[src/rtl/lsa_pkg.sv]
// Shared definitions for the lsa memory arbiter: port ids, bus widths and
// the request record carried from a master to the memory side.
package lsa_pkg;

    localparam logic PORT_A = 1'b0;
    localparam logic PORT_B = 1'b1;

    localparam int LSA_ADDR_W = 16;
    localparam int LSA_DATA_W = 16;

    typedef struct packed {
        logic                  we;
        logic                  fetch;
        logic [LSA_ADDR_W-1:0] add;
        logic [LSA_DATA_W-1:0] wdata;
    } lsa_req_t;

endpackage

[src/rtl/lsa_arb_pick.sv]
// Combinational winner selection between port A and port B, honouring the
// B burst lock and either round-robin or fixed-priority tie breaking.
module lsa_arb_pick
    import lsa_pkg::*;
#(
    parameter int RR       = 1,
    parameter int LOCK_MAX = 8
) (
    input  logic       a_req,
    input  logic       b_req,
    input  logic       b_lock,
    input  logic       last_gnt,
    input  logic       lock_act,
    input  logic [7:0] lock_cnt,
    output logic       grant_a,
    output logic       grant_b
);

    localparam logic [7:0] LOCK_LIM = 8'(LOCK_MAX);

    logic locked;

    always_comb begin
        grant_a = 1'b0;
        grant_b = 1'b0;
        // A lock only survives a cycle in which B still asks for it.
        locked  = lock_act && b_lock;
        if (a_req && b_req) begin
            if (locked) begin
                if (lock_cnt >= LOCK_LIM) grant_a = 1'b1;
                else                      grant_b = 1'b1;
            end else if ((RR != 0) && (last_gnt == PORT_A)) begin
                grant_b = 1'b1;
            end else begin
                grant_a = 1'b1;
            end
        end else begin
            grant_a = a_req;
            grant_b = b_req;
        end
    end

endmodule

[src/rtl/lsa_mem_arbiter.sv]
// Shares the single lsa_mem port between lsa_core (A) and a second master (B):
// registered memory-side issue, tagged read return, bounded B burst lock.
module lsa_mem_arbiter
    import lsa_pkg::*;
#(
    parameter int RR       = 1,
    parameter int LOCK_MAX = 8
) (
    input  logic                  clock_in,
    input  logic                  reset_in,
    input  logic                  a_req,
    input  logic                  a_we,
    input  logic                  a_fetch,
    input  logic [LSA_ADDR_W-1:0] a_add,
    input  logic [LSA_DATA_W-1:0] a_wdata,
    output logic                  a_ack,
    output logic [LSA_DATA_W-1:0] a_rdata,
    output logic                  a_rvalid,
    input  logic                  b_req,
    input  logic                  b_we,
    input  logic                  b_fetch,
    input  logic [LSA_ADDR_W-1:0] b_add,
    input  logic [LSA_DATA_W-1:0] b_wdata,
    output logic                  b_ack,
    output logic [LSA_DATA_W-1:0] b_rdata,
    output logic                  b_rvalid,
    input  logic                  b_lock,
    output logic                  mem_fetch,
    output logic                  mem_we,
    output logic                  mem_oe,
    output logic [LSA_ADDR_W-1:0] mem_add,
    output logic [LSA_DATA_W-1:0] mem_in,
    input  logic [LSA_DATA_W-1:0] mem_out
);

    localparam logic [7:0] LOCK_LIM = 8'(LOCK_MAX);

    lsa_req_t              req_a, req_b, win;
    logic                  grant_a, grant_b, accept;
    logic                  mem_fetch_q, mem_fetch_d, mem_we_q, mem_we_d, mem_oe_q, mem_oe_d;
    logic [LSA_ADDR_W-1:0] mem_add_q, mem_add_d;
    logic [LSA_DATA_W-1:0] mem_in_q, mem_in_d;
    logic                  rd_vld_p1_q, rd_vld_p1_d, rd_port_p1_q, rd_port_p1_d;
    logic                  rd_vld_p2_q, rd_port_p2_q;
    logic                  last_gnt_q, last_gnt_d;
    logic                  lock_act_q, lock_act_d;
    logic [7:0]            lock_cnt_q, lock_cnt_d;

    lsa_arb_pick #(.RR(RR), .LOCK_MAX(LOCK_MAX)) u_pick (
        .a_req    (a_req),
        .b_req    (b_req),
        .b_lock   (b_lock),
        .last_gnt (last_gnt_q),
        .lock_act (lock_act_q),
        .lock_cnt (lock_cnt_q),
        .grant_a  (grant_a),
        .grant_b  (grant_b)
    );

    always_comb begin
        req_a        = '{we: a_we, fetch: a_fetch, add: a_add, wdata: a_wdata};
        req_b        = '{we: b_we, fetch: b_fetch, add: b_add, wdata: b_wdata};
        win          = grant_b ? req_b : req_a;
        accept       = grant_a | grant_b;

        mem_we_d     = accept & win.we;
        mem_oe_d     = accept & ~win.we;
        mem_fetch_d  = accept & win.fetch;
        mem_add_d    = accept ? win.add : mem_add_q;
        mem_in_d     = (accept && win.we) ? win.wdata : mem_in_q;

        rd_vld_p1_d  = accept & ~win.we;
        rd_port_p1_d = grant_b ? PORT_B : PORT_A;
        last_gnt_d   = accept ? (grant_b ? PORT_B : PORT_A) : last_gnt_q;

        lock_act_d   = lock_act_q;
        lock_cnt_d   = lock_cnt_q;
        if (!b_req || !b_lock) begin
            lock_act_d = 1'b0;
            lock_cnt_d = 8'd0;
        end else if (grant_b) begin
            // Saturate so a late A request is served at its first contention.
            lock_act_d = 1'b1;
            lock_cnt_d = (lock_cnt_q == LOCK_LIM) ? lock_cnt_q : lock_cnt_q + 8'd1;
        end else if (grant_a) begin
            lock_cnt_d = 8'd0;
        end
    end

    always_ff @(posedge clock_in or posedge reset_in) begin
        if (reset_in) begin
            mem_fetch_q  <= 1'b0;
            mem_we_q     <= 1'b0;
            mem_oe_q     <= 1'b0;
            mem_add_q    <= '0;
            mem_in_q     <= '0;
            rd_vld_p1_q  <= 1'b0;
            rd_port_p1_q <= PORT_A;
            rd_vld_p2_q  <= 1'b0;
            rd_port_p2_q <= PORT_A;
            last_gnt_q   <= PORT_B;
            lock_act_q   <= 1'b0;
            lock_cnt_q   <= 8'd0;
        end else begin
            // Issue stage: memory side sees the accepted request one cycle later.
            mem_fetch_q  <= mem_fetch_d;
            mem_we_q     <= mem_we_d;
            mem_oe_q     <= mem_oe_d;
            mem_add_q    <= mem_add_d;
            mem_in_q     <= mem_in_d;
            rd_vld_p1_q  <= rd_vld_p1_d;
            rd_port_p1_q <= rd_port_p1_d;
            // Return stage: tag lines up with mem_out.
            rd_vld_p2_q  <= rd_vld_p1_q;
            rd_port_p2_q <= rd_port_p1_q;
            last_gnt_q   <= last_gnt_d;
            lock_act_q   <= lock_act_d;
            lock_cnt_q   <= lock_cnt_d;
        end
    end

    assign a_ack     = grant_a;
    assign b_ack     = grant_b;
    assign mem_fetch = mem_fetch_q;
    assign mem_we    = mem_we_q;
    assign mem_oe    = mem_oe_q;
    assign mem_add   = mem_add_q;
    assign mem_in    = mem_in_q;
    assign a_rdata   = mem_out;
    assign b_rdata   = mem_out;
    assign a_rvalid  = rd_vld_p2_q && (rd_port_p2_q == PORT_A);
    assign b_rvalid  = rd_vld_p2_q && (rd_port_p2_q == PORT_B);

endmodule

[config.mk]
export PLATFORM = sky130hd
export DESIGN_NAME = lsa_mem_arbiter
export DESIGN_NICKNAME = d
export VERILOG_FILES = /design/src/rtl/lsa_pkg.sv /design/src/rtl/lsa_arb_pick.sv /design/src/rtl/lsa_mem_arbiter.sv
export SDC_FILE = /design/constraint.sdc
export NUM_CORES = 1
export LEC_CHECK = 0
export BUFFER_PORTS_ARGS = -buffer_cell sky130_fd_sc_hd__buf_2
export CAP_MARGIN = 20
export CORE_MARGIN = 2
export CORE_UTILIZATION = 30
export DETAILED_ROUTE_END_ITERATION = 7
export PLACE_DENSITY_LB_ADDON = 0.15
export SLEW_MARGIN = 20
export SYNTH_ARGS = -nofsm -noshare
export SYNTH_HDL_FRONTEND = slang
export SYNTH_SLANG_ARGS = --single-unit
export TNS_END_PERCENT = 20
[constraint.sdc]
create_clock -name clock_in -period 3.65 [get_ports clock_in]
set_clock_uncertainty 0.1 [all_clocks]
set_input_delay 0.5475 -clock clock_in [delete_from_list [all_inputs] [get_ports clock_in]]
set_output_delay 0.5475 -clock clock_in [all_outputs]
set_load 0.05 [all_outputs]
### After elaboration in Yosys (flattened, before gate mapping)

Cells that the tools add are included.

| operators by class | value |
|---|---|
| add/subtract/negate cells | 1 |
| multiply operators | 0 |
| divide/modulo/power cells | 0 |
| $lt $le $gt $ge | 1 |
| equality and inequality tests | 2 |
| shift operators | 0 |
| muxes and demuxes | 16 |
| bitwise logic cells | 6 |
| reductions and logical operators | 11 |

Operators by type and width:

| kind | number |
|---|---|
| $mux W34 | 1 |
| $mux W8 | 4 |
| $mux W1 | 11 |
| $add A8 B1 Y8 const B | 1 |
| $eq A8 B4 Y1 const B | 1 |
| $ge A8 B4 Y1 const B | 1 |
| $logic_and A1 B1 Y1 | 5 |
| $and A1 B1 Y1 | 3 |
| $ne A3 B3 Y1 const B | 1 |
| $reduce_bool A3 Y1 | 1 |
| $logic_not A1 Y1 | 2 |
| $not A1 Y1 | 2 |
| $reduce_and A2 Y1 | 1 |
| $reduce_bool A2 Y1 | 1 |
| $logic_or A1 B1 Y1 | 1 |
| $or A1 B1 Y1 | 1 |

| storage, ports and cells | value |
|---|---|
| bits in registers | 48 |
| latch bits | 0 |
| RAM bits | 0 |
| ROM bits | 0 |
| bits of input ports | 89 |
| output and inout bits | 71 |
| logic and storage cells | 48 |
| memories kept | 0 |

### Longest topological paths before layout

Gate-level depths: netlist (run 1).

| logic depth | value |
|---|---|
| word-level depth | 7 |
| depth in mapped cells | 6 |
| mapped depth without buffers | 6 |

### Modules after synthesis

From an unflattened synthesis (run 1), not the netlist that was laid out.

| unflattened totals | value |
|---|---|
| cells, all modules | 253 |
| area total of the unflattened synthesis | 2,502.4 um2 |

By module, submodules not included:

| module | instances | cells each | area each (um2) | seq. area each (um2) |
|---|---|---|---|---|
| lsa_mem_arbiter | 1 | 245 | 2,449.8 | 1,202.4 |
| lsa_arb_pick | 1 | 8 | 52.6 | 0.0 |

### Worst setup path after synthesis (run 1)

Ideal clock, no wire load.

| timing | value |
|---|---|
| path kind | flip-flop to output port |
| start point | register lock_cnt_q[4] |
| end point | output a_ack |
| data arrival time | 2.283 ns |
| data required time | 3.002 ns |
| setup slack | 0.720 ns |
| stages on the path, launching flop included | 5 |
| path through | dfrtp_1 -> or4_4 -> o311ai_4 -> and2_1 -> nor2b_1 |

| on the way | value |
|---|---|
| word-level cells in the longest chain between the ends | 4 |

RTL lines:

| what | line | source |
|---|---|---|
| start, declared | lsa_mem_arbiter.sv:47 | `logic [7:0] lock_cnt_q, lock_cnt_d;` |
| start signal, assigned | lsa_mem_arbiter.sv:118 | `lock_cnt_q <= lock_cnt_d;` |
| $ge A8 B4 Y1 | lsa_arb_pick.sv:30 | `if (lock_cnt >= LOCK_LIM) grant_a = 1'b1;` |
| $mux W1 | lsa_arb_pick.sv:30 |  |
| $mux W1 | lsa_arb_pick.sv:29 | `if (locked) begin` |
| $mux W1 | lsa_arb_pick.sv:28 | `if (a_req && b_req) begin` |
| end, declared | lsa_mem_arbiter.sv:16 | `output logic a_ack,` |

Every way passes these cells.

### Worst setup path in the final report (run 1)

| timing | value |
|---|---|
| start point | register lock_cnt_q[4] |
| end point | output b_ack |

| on the way | value |
|---|---|
| word-level cells in the longest chain between the ends | 4 |

RTL lines:

| what | line | source |
|---|---|---|
| $ge A8 B4 Y1 | lsa_arb_pick.sv:30 |  |
| $mux W1 | lsa_arb_pick.sv:30 |  |
| $mux W1 | lsa_arb_pick.sv:29 |  |
| $mux W1 | lsa_arb_pick.sv:28 |  |
| end, declared | lsa_mem_arbiter.sv:24 | `output logic b_ack,` |

Every way passes these cells.

==> impl_metrics.toml, run 1 <==
[cells_and_area]
nNetsFinal = 464
fillers = 978
design_area_um2 = 3310
final_cell_count_no_fill = 485
areaGrowthSynthToFinish_pct = 17.2
drive_above_1_share_pct = 36.9
multi_input_area_um2 = 1200
regArea_um2 = 1200
diodes = 0

[power_and_ir_drop]
pwr_density_cell_nw_per_um2 = 442
switchingPower_uw = 574
vdd_drop_max_mv = 0.159
power.share.clock_pct = 22.4
power_frac_seq_pct = 42.7
p_comb_share_pct = 35.0
cellInternalPower_uw = 891
switching_share_pct = 39.2
p_leak_uw = 0.00155

[synthesis]
yosys_warnings = 0
avgSynthCellArea_um2 = 9.33
synth_edf_count = 0
synth_nets = 394
synth_most_common_cell = "dfrtp_1"
netlist_instances = 303
yosys_register_bits = 48
synth.area.top_cells = "dfrtp_1 (42%), buf_4 (9.3%), a211oi_1 (8.5%)"
synth_area_um2 = 2830
synthFlopType = "dfrtp_1"
yosysTopAreaCell = "dfrtp_1"
yosysTopAreaCellShare_pct = 41.6
yosysUniqueCellTypes = 30
synthTopCellsByCount = "dfrtp_1 (47), nand2_1 (41), buf_4 (35)"
async_flop_share_pct = 100
ys_seq_area_share_pct = 42.5

[place]
dp_cells = 477
numPortBuffers = 111
placed_area_um2 = 3220
gp_congestion = 0.771
place_hpwl_um = 5340

[floorplanning]
die_w_um = 101
core_um2 = 9200
die_h_um = 101
start_util_pct = 30.7
pin_count = 160
rows = 35
die_area_um2 = 10200

[timing]
holdWs_ns = 0.225
rsz0062_at_grt = "no"
finalMaxSlewViolations = 0
fin_setup_tns_ns = 0
post-route-min-period_ns = 3.01
fmax_ghz = 0.332
relSlewSlack_pct = 48.5
finalHoldViolCount = 0
tightestPinTransition_ns = 0.773
setup_viol = 0
period_share_pct = 82.5

[setup_path]
end_kind = "primary output"
crit_required_ns = 3.00
rrSetupSlack_ns = 0.96
reg2regPathDepth = 5
cpLargestDelayFamily = "simple AND/OR/NAND/NOR gates"
path_cells = "or4_4 -> o311ai_4 -> buf_4 -> and2_1 -> buf_2"
r2r_start = "lock_cnt_q[4]"
path_buf_inv = 2
cp_slowest_stage_delay_ns = 0.57
worst_setup_path_start_kind = "flip-flop"
rr_endpoint = "mem_in[12]"
critical_path_arrival_ns = 2.36
crit_type = "reg2out"
worstPathMaxFanout = 16
cp_slowest_cell = "or4_4"

[run]
cap_violations = 0

[global_routing]
track_usage_pct = 14.7
grt_max_degree = 36
use_met3_pct = 3.61
antenna_found_initial = 0
global_route.usage.met1_pct = 20.2
grt_pass1_wl_um = 11800
grt.overflow.total = 0
grt_busiest_layer = "met2"
grtUsageMet2_pct = 23.0
grt_pass1_vias = 2355

[detailed_routing]
route.detailed.drc = 0
drt_iter0_markers = 55
wl_per_cell_um = 15.5
dr.pass1.iters = 4
detail-route-antenna-nets = 0
wl_um = 7520
drt-vias-per-instance = 4.93
vias = 2389

[clock_tree]
clock-root-buffer = "clkbuf_8"
cts_tree = "built"
cts_hold_buf = 0
cts.sinks = 48
cts-htree-levels = 2
numCtsBuffers = 5
cts.clk_slew.worst_paths_ns = 0.08
clk_latency_ns = 0.29
cts_buffer_depth = 2
post_cts_resize_count = 0
post-cts-setup-buffers = 0

[status]
status = "complete, no violations"

[worst_hold_path]
hold_path_class = "in2async"
metal layers:
metal | up-vias | wire, um
met5 | - | 0
met4 | 0 | 107
met3 | 8 | 436
met2 | 59 | 3520
met1 | 1148 | 3450
li1 | 1174 | -
per-stage QoR:
stage	power (uW)	utilization [%]	setup slack (ns)
after detailed placement	1150	35.0	0.954
final	1460	36.0	0.639
after CTS	1490	36.0	0.616
after floorplan	1100	-	0.720
after global placement	1150	35.0	0.998
after global routing	1550	36.0	0.485
registers in the layout (all words and copies together) (netlist names):
signal / count
mem_add: 16
mem_in: 16
lock_cnt_q: 8
last_gnt_q: 1
lock_act_q: 1
mem_fetch: 1
mem_we: 1
rd_port_p1_q: 1
rd_port_p2_q: 1
rd_vld_p1_q: 1
rd_vld_p2_q: 1
worst register-to-register path: cells and delay by family (launching register included):
family	cells	cell delay (ns)
and+or+nand+nor	1	0.57
DFF	1	0.41
buffers and inverters	1	0.31
AOI/OAI and AO/OA	3	1.14
power by group through the flow:
stage	combinational, uW	clock [uW]	sequential, uW
6_report	512	328	625
5_1_grt	548	367	634
4_1_cts	518	343	626
3_5_place_dp	518	0	636
3_3_place_gp	515	0	636
2_1_floorplan	269	0	830
cells by family after synthesis:
kind of cell | synth area share (%)
multiplexers | 1.06
buffers and inverters | 14.8
AND/OR/NAND/NOR | 16.9
XOR/XNOR | 2.17
AO/OA/AOI/OAI | 21.6
adder cells (fa/ha/maj) | 0.885
flip-flops | 42.5
layout by cell type (no fill, tap or decap), types with 6 or more instances in the layout:
master | netlist | routed
a211oi_1 | 32 | 32
a311oi_1 | 7 | 7
a311oi_2 | 9 | 9
a31oi_1 | 17 | 17
buf_2 | 2 | 111
buf_4 | 35 | 6
clkbuf_8 | 0 | 6
dfrtp_1 | 47 | 47
inv_1 | 20 | 19
nand2_1 | 41 | 41
nand3_1 | 6 | 6
nor2_1 | 8 | 8
nor2b_1 | 18 | 18
nor3_1 | 18 | 18
worst max path at each step:
stage,startpoint,endpoint,slack [ns],cells past startpoint
after floorplan,lock_cnt_q[4],a_ack,0.72,4
after global placement,lock_cnt_q[4],b_ack,1.0,5
after detailed placement,lock_cnt_q[4],b_ack,0.95,5
after CTS,lock_cnt_q[4],b_ack,0.62,5
after global routing,lock_cnt_q[4],b_ack,0.49,5
final,lock_cnt_q[4],b_ack,0.64,5
area by class of cell:
type / instances / share of cell area, %
clock buffers: 8 / 2.72
inverters: 20 / 2.27
well taps: 111 / 4.19
multi-input cells: 181 / 36.4
flip-flops and latches: 48 / 36.3
repair buffers: 117 / 18.1
(Power assumes the default switching activity.)
==> inputs of run 2 (changes only) <==
==> constraint.sdc (replaced) <==
create_clock -name clock_in -period 3.1 [get_ports clock_in]
set_clock_uncertainty 0.1 [all_clocks]
set_input_delay 0.465 -clock clock_in [delete_from_list [all_inputs] [get_ports clock_in]]
set_output_delay 0.465 -clock clock_in [all_outputs]
set_load 0.05 [all_outputs]
==> run 2 against run 1 <==
  * Utilization up 0.72 points
  * Total power up 24%
  * Routed wire length up 0.59%
  * Worst setup slack worse by 0.22 ns
  * Critical path depth down 1
  * Non-clock buffer count up 6
  * First-iteration DRC count up 62%
==> impl_metrics.toml, run 2 (synthesis results as in run 1) <==
[status]
status = "complete, no violations"

[timing]
finalMaxSlewViolations = 0
setup_ws_ns = 0.415
tightestPinTransition_ns = 0.557
relSlewSlack_pct = 62.8
finalHoldViolCount = 0
fmax_ghz = 0.372
period_share_pct = 86.6
fin_setup_tns_ns = 0
setup_viol = 0
post-route-min-period_ns = 2.69
rsz0062_at_grt = "no"

[setup_path]
critical_path_arrival_ns = 2.12
crit_required_ns = 2.53
path_cells = "or4_4 -> o311ai_4 -> and2_1 -> buf_2"
worstPathMaxFanout = 4
cp_slowest_stage_delay_ns = 0.57
crit_type = "reg2out"
end_kind = "primary output"
cpLargestDelayFamily = "simple AND/OR/NAND/NOR gates"
cp_slowest_cell = "or4_4"
path_buf_inv = 1
worst_setup_path_start_kind = "flip-flop"

[clock_tree]
clock-root-buffer = "clkbuf_8"
post_cts_resize_count = 0
cts.clk_slew.worst_paths_ns = 0.10
cts_buffer_depth = 2
clk_latency_ns = 0.30
cts-htree-levels = 2
cts_hold_buf = 0
cts.sinks = 48
post-cts-setup-buffers = 0
numCtsBuffers = 5
cts_tree = "built"

[detailed_routing]
vias = 2412
wl_per_cell_um = 15.4
route.detailed.drc = 0
drt-vias-per-instance = 4.91
wl_um = 7560
drt_iter0_markers = 89
dr.pass1.iters = 4
detail-route-antenna-nets = 0

[global_routing]
grt_pass1_wl_um = 11900
grt_pass1_vias = 2344
antenna_found_initial = 0
grt_max_degree = 29
grt.overflow.total = 0
track_usage_pct = 14.9

[power_and_ir_drop]
pwr_density_cell_nw_per_um2 = 536
p_leak_uw = 0.00158
vdd_drop_max_mv = 0.170
fin_total_pwr_uw = 1810

[run]
cap_violations = 0

[cells_and_area]
nNetsFinal = 470
final_common_cell = "buf_2"
drive_above_1_share_pct = 38.4
diodes = 0
final_cell_mix = "buf_2 (111), dfrtp_1 (47), nand2_1 (41)"
areaGrowthSynthToFinish_pct = 19.5
final_cell_count_no_fill = 491

[floorplanning]
pin_count = 160
die_h_um = 101
die_area_um2 = 10200
start_util_pct = 30.7
die_w_um = 101
core_um2 = 9200
rows = 35

[place]
place_hpwl_um = 5480
place_ws_ns = 0.696
numPortBuffers = 111
dp_cells = 483
gp_congestion = 0.780

[worst_hold_path]
hold_path_class = "in2async"
-- run 2: changes by cell type in the layout (fill, tap and decap cells not counted) --
cell / before / now
clkinvlp_4: 0 / 1
bufinv_16: 0 / 1
buf_4: 6 / 12
clkbuf_8: 6 / 5
clkinv_2: 0 / 1
clkbuf_1: 2 / 0
-- run 2: area by class of cell --
cell class,count,area [um^2]
timing repair buffer,123,646
fill,956,5820
tap,111,139
clock buffer,5,68.8
sequential,48,1200
multi-input combinational,181,1200
clock inverter,3,42.5
inverter,20,75.1
-- run 2: path summary, 6_finish.rpt --
kind	from	end	slack (ns)	cells past startpoint
worst max-delay path	lock_cnt_q[4]	b_ack	0.41	4
worst min-delay path	reset_in	mem_in[3]	0.05	2
worst max register to register	lock_cnt_q[4]	mem_in[12]	0.67	5
worst min register to register	rd_port_p1_q	rd_port_p2_q	0.29	0
max in group asynchronous	reset_in	last_gnt_q	2.21	3
min in group clock_in	rd_port_p1_q	rd_port_p2_q	0.29	0
-- run 2: power by group --
part	total (uW)	internal (uW)	leakage [uW]	switching (uW)
logic	610	174	0.000960	436
clock network	464	239	0.0000541	225
registers	736	698	0.000569	37.8
total	1810	1110	0.00158	699
-- run 2: worst register-to-register path, cell delays in order, from the launching register on --
cell,delay [ns]
dfrtp_1,0.41
or4_4,0.57
o311ai_4,0.30
buf_4,0.32
nand3_4,0.28
a311oi_1,0.35
-- run 2: layer usage --
layer / GRT usage (%) / routed length (um) / vias up / part of all wire, %
met2: 24.5 / 3760 / 57 / 50
met5: 0 / 0 / - / 0
met1: 19.4 / 3330 / 1160 / 44
met4: 5.09 / 122 / 0 / 1.6
met3: 2.98 / 356 / 8 / 4.7
li1: - / - / 1187 / -
-- run 2: through the flow --
step | cell area [um^2] | hold WS (ns) | utilization [%]
final | 3380 | 0.0465 | 36.7
after detailed placement | 3270 | 0.264 | 35.5
after global routing | 3380 | 0.0690 | 36.7
after global placement | 3270 | 0.260 | 35.5
after CTS | 3380 | 0.0593 | 36.7
after floorplan | 2830 | 0.231 | -
==> inputs of run 3 (changes only) <==
--- a/config.mk
+++ b/config.mk
@@ -8,7 +8,7 @@
 export BUFFER_PORTS_ARGS = -buffer_cell sky130_fd_sc_hd__buf_2
 export CAP_MARGIN = 20
 export CORE_MARGIN = 2
-export CORE_UTILIZATION = 30
+export CORE_UTILIZATION = 45
 export DETAILED_ROUTE_END_ITERATION = 7
 export PLACE_DENSITY_LB_ADDON = 0.15
 export SLEW_MARGIN = 20
==> run 3 against run 2 <==
  * Non-clock buffer count fell by 5
  * Largest cell class unchanged
  * Total power shrank 3.7%
  * Utilization up 18 points
  * Global-route usage rose by 6.0 points
==> impl_metrics.toml, run 3 (synthesis results as in run 1) <==
[status]
status = "complete, no violations"

[clock_tree]
cts.clk_slew.worst_paths_ns = 0.09
post-cts-setup-buffers = 0
cts.sinks = 48
cts_tree = "built"
clock-root-buffer = "clkbuf_8"
cts_hold_buf = 0
clk_latency_ns = 0.30
cts_buffer_depth = 2
cts-htree-levels = 2
post_cts_resize_count = 0
numCtsBuffers = 5

[detailed_routing]
dr.pass1.iters = 5
wl_um = 6860
vias = 2399
drt-vias-per-instance = 5.34
top_layer = "met4"
drt_iter0_markers = 148
route.detailed.drc = 0
detail-route-antenna-nets = 0
wl_met2_um = 3260
wl_met1_um = 3090
wl_per_cell_um = 15.3
met3_length_um = 440

[cells_and_area]
final_common_cell = "buf_2"
areaGrowthSynthToFinish_pct = 16.6
drive_above_1_share_pct = 37.4
final_cell_mix = "buf_2 (111), dfrtp_1 (47), nand2_1 (41)"
diodes = 0
nNetsFinal = 465

[place]
place_hpwl_um = 4790
gp_congestion = 0.839
numPortBuffers = 111

[setup_path]
crit_required_ns = 2.53
cp_slowest_cell = "or4_4"
end_kind = "primary output"
worstPathMaxFanout = 9
worst_setup_path_start_kind = "flip-flop"
critical_path_arrival_ns = 2.30
path_cells = "or4_4 -> o311ai_4 -> and2_1 -> buf_2"
cp_slowest_stage_delay_ns = 0.57
crit_type = "reg2out"

[power_and_ir_drop]
pwr_density_cell_nw_per_um2 = 529
p_leak_uw = 0.00156
vdd_drop_max_mv = 0.241
fin_total_pwr_uw = 1740

[timing]
tightestPinTransition_ns = 0.828
relSlewSlack_pct = 44.7
finalMaxSlewViolations = 0
rsz0062_at_grt = "no"
fin_setup_tns_ns = 0
period_share_pct = 92.4
finalHoldViolCount = 0
post-route-min-period_ns = 2.86
setup_viol = 0
fmax_ghz = 0.349

[global_routing]
grt_max_degree = 49
grt_pass1_vias = 2560
track_usage_pct = 20.8
grt_pass1_wl_um = 12100
grt.overflow.total = 0
antenna_found_initial = 0

[run]
cap_violations = 0

[floorplanning]
die_w_um = 83.3
die_area_um2 = 6930
die_h_um = 83.3
pin_count = 160
core_um2 = 5990
start_util_pct = 47.2
rows = 28

[worst_hold_path]
hold_path_class = "in2async"
-- run 3: changes by cell type in the layout (fill, tap and decap cells not counted) --
cell / delta
buf_4: -6
clkbuf_8: +2
buf_12: +1
bufinv_16: -1
clkinvlp_4: -1
inv_2: -1
-- run 3: routing by layer --
layer,GRT usage (%),vias up
met3,5.27,11
met5,0,-
met1,27.3,1120
met4,5.37,0
met2,34.5,90
li1,-,1178
-- run 3: critical path: cells and delay by family, from the launching register on --
kind                   cells  cell delay [ns]
AO/OA/AOI/OAI              1             0.47
flip-flops                 1             0.41
buffers and inverters      1             0.29
AND/OR/NAND/NOR            2             0.84
-- run 3: cell type report --
cell class	instances	area (um^2)
Tap cell	75	93.8
Inverter	20	76.3
Clock buffer	7	96.3
Sequential cell	48	1200
Fill cell	555	2700
Timing Repair Buffer	118	621
Multi-Input combinational cell	181	1200
-- run 3: per-stage QoR --
step | instances | area, um^2 | hold slack, ns | util [%] | setup slack (ns)
after floorplan | 303 | 2830 | 0.231 | - | 0.252
after global placement | 442 | 3200 | 0.267 | 53.4 | 0.530
after detailed placement | 442 | 3200 | 0.252 | 53.4 | 0.439
after CTS | 449 | 3290 | 0.273 | 55.0 | 0.191
after global routing | 449 | 3290 | 0.275 | 55.0 | 0.0730
final | 449 | 3290 | 0.193 | 55.0 | 0.235
-- run 3: report_power, final --
group | internal [uW] | total (uW) | leakage, uW | switching, uW
clock network | 199 | 402 | 0.0000503 | 203
logic | 172 | 603 | 0.000940 | 431
registers | 698 | 738 | 0.000569 | 39.8
-- run 3: worst paths after layout --
kind	start	to	slack, ns	depth (start not counted)
setup / recovery	lock_cnt_q[4]	b_ack	0.24	4
hold / removal	reset_in	mem_in[12]	0.19	2
setup reg to reg	lock_cnt_q[4]	mem_in[14]	0.45	5
hold reg to reg	rd_port_p1_q	rd_port_p2_q	0.27	0
max in group asynchronous	reset_in	mem_add[7]	2.21	2
min in group clock_in	rd_port_p1_q	rd_port_p2_q	0.27	0
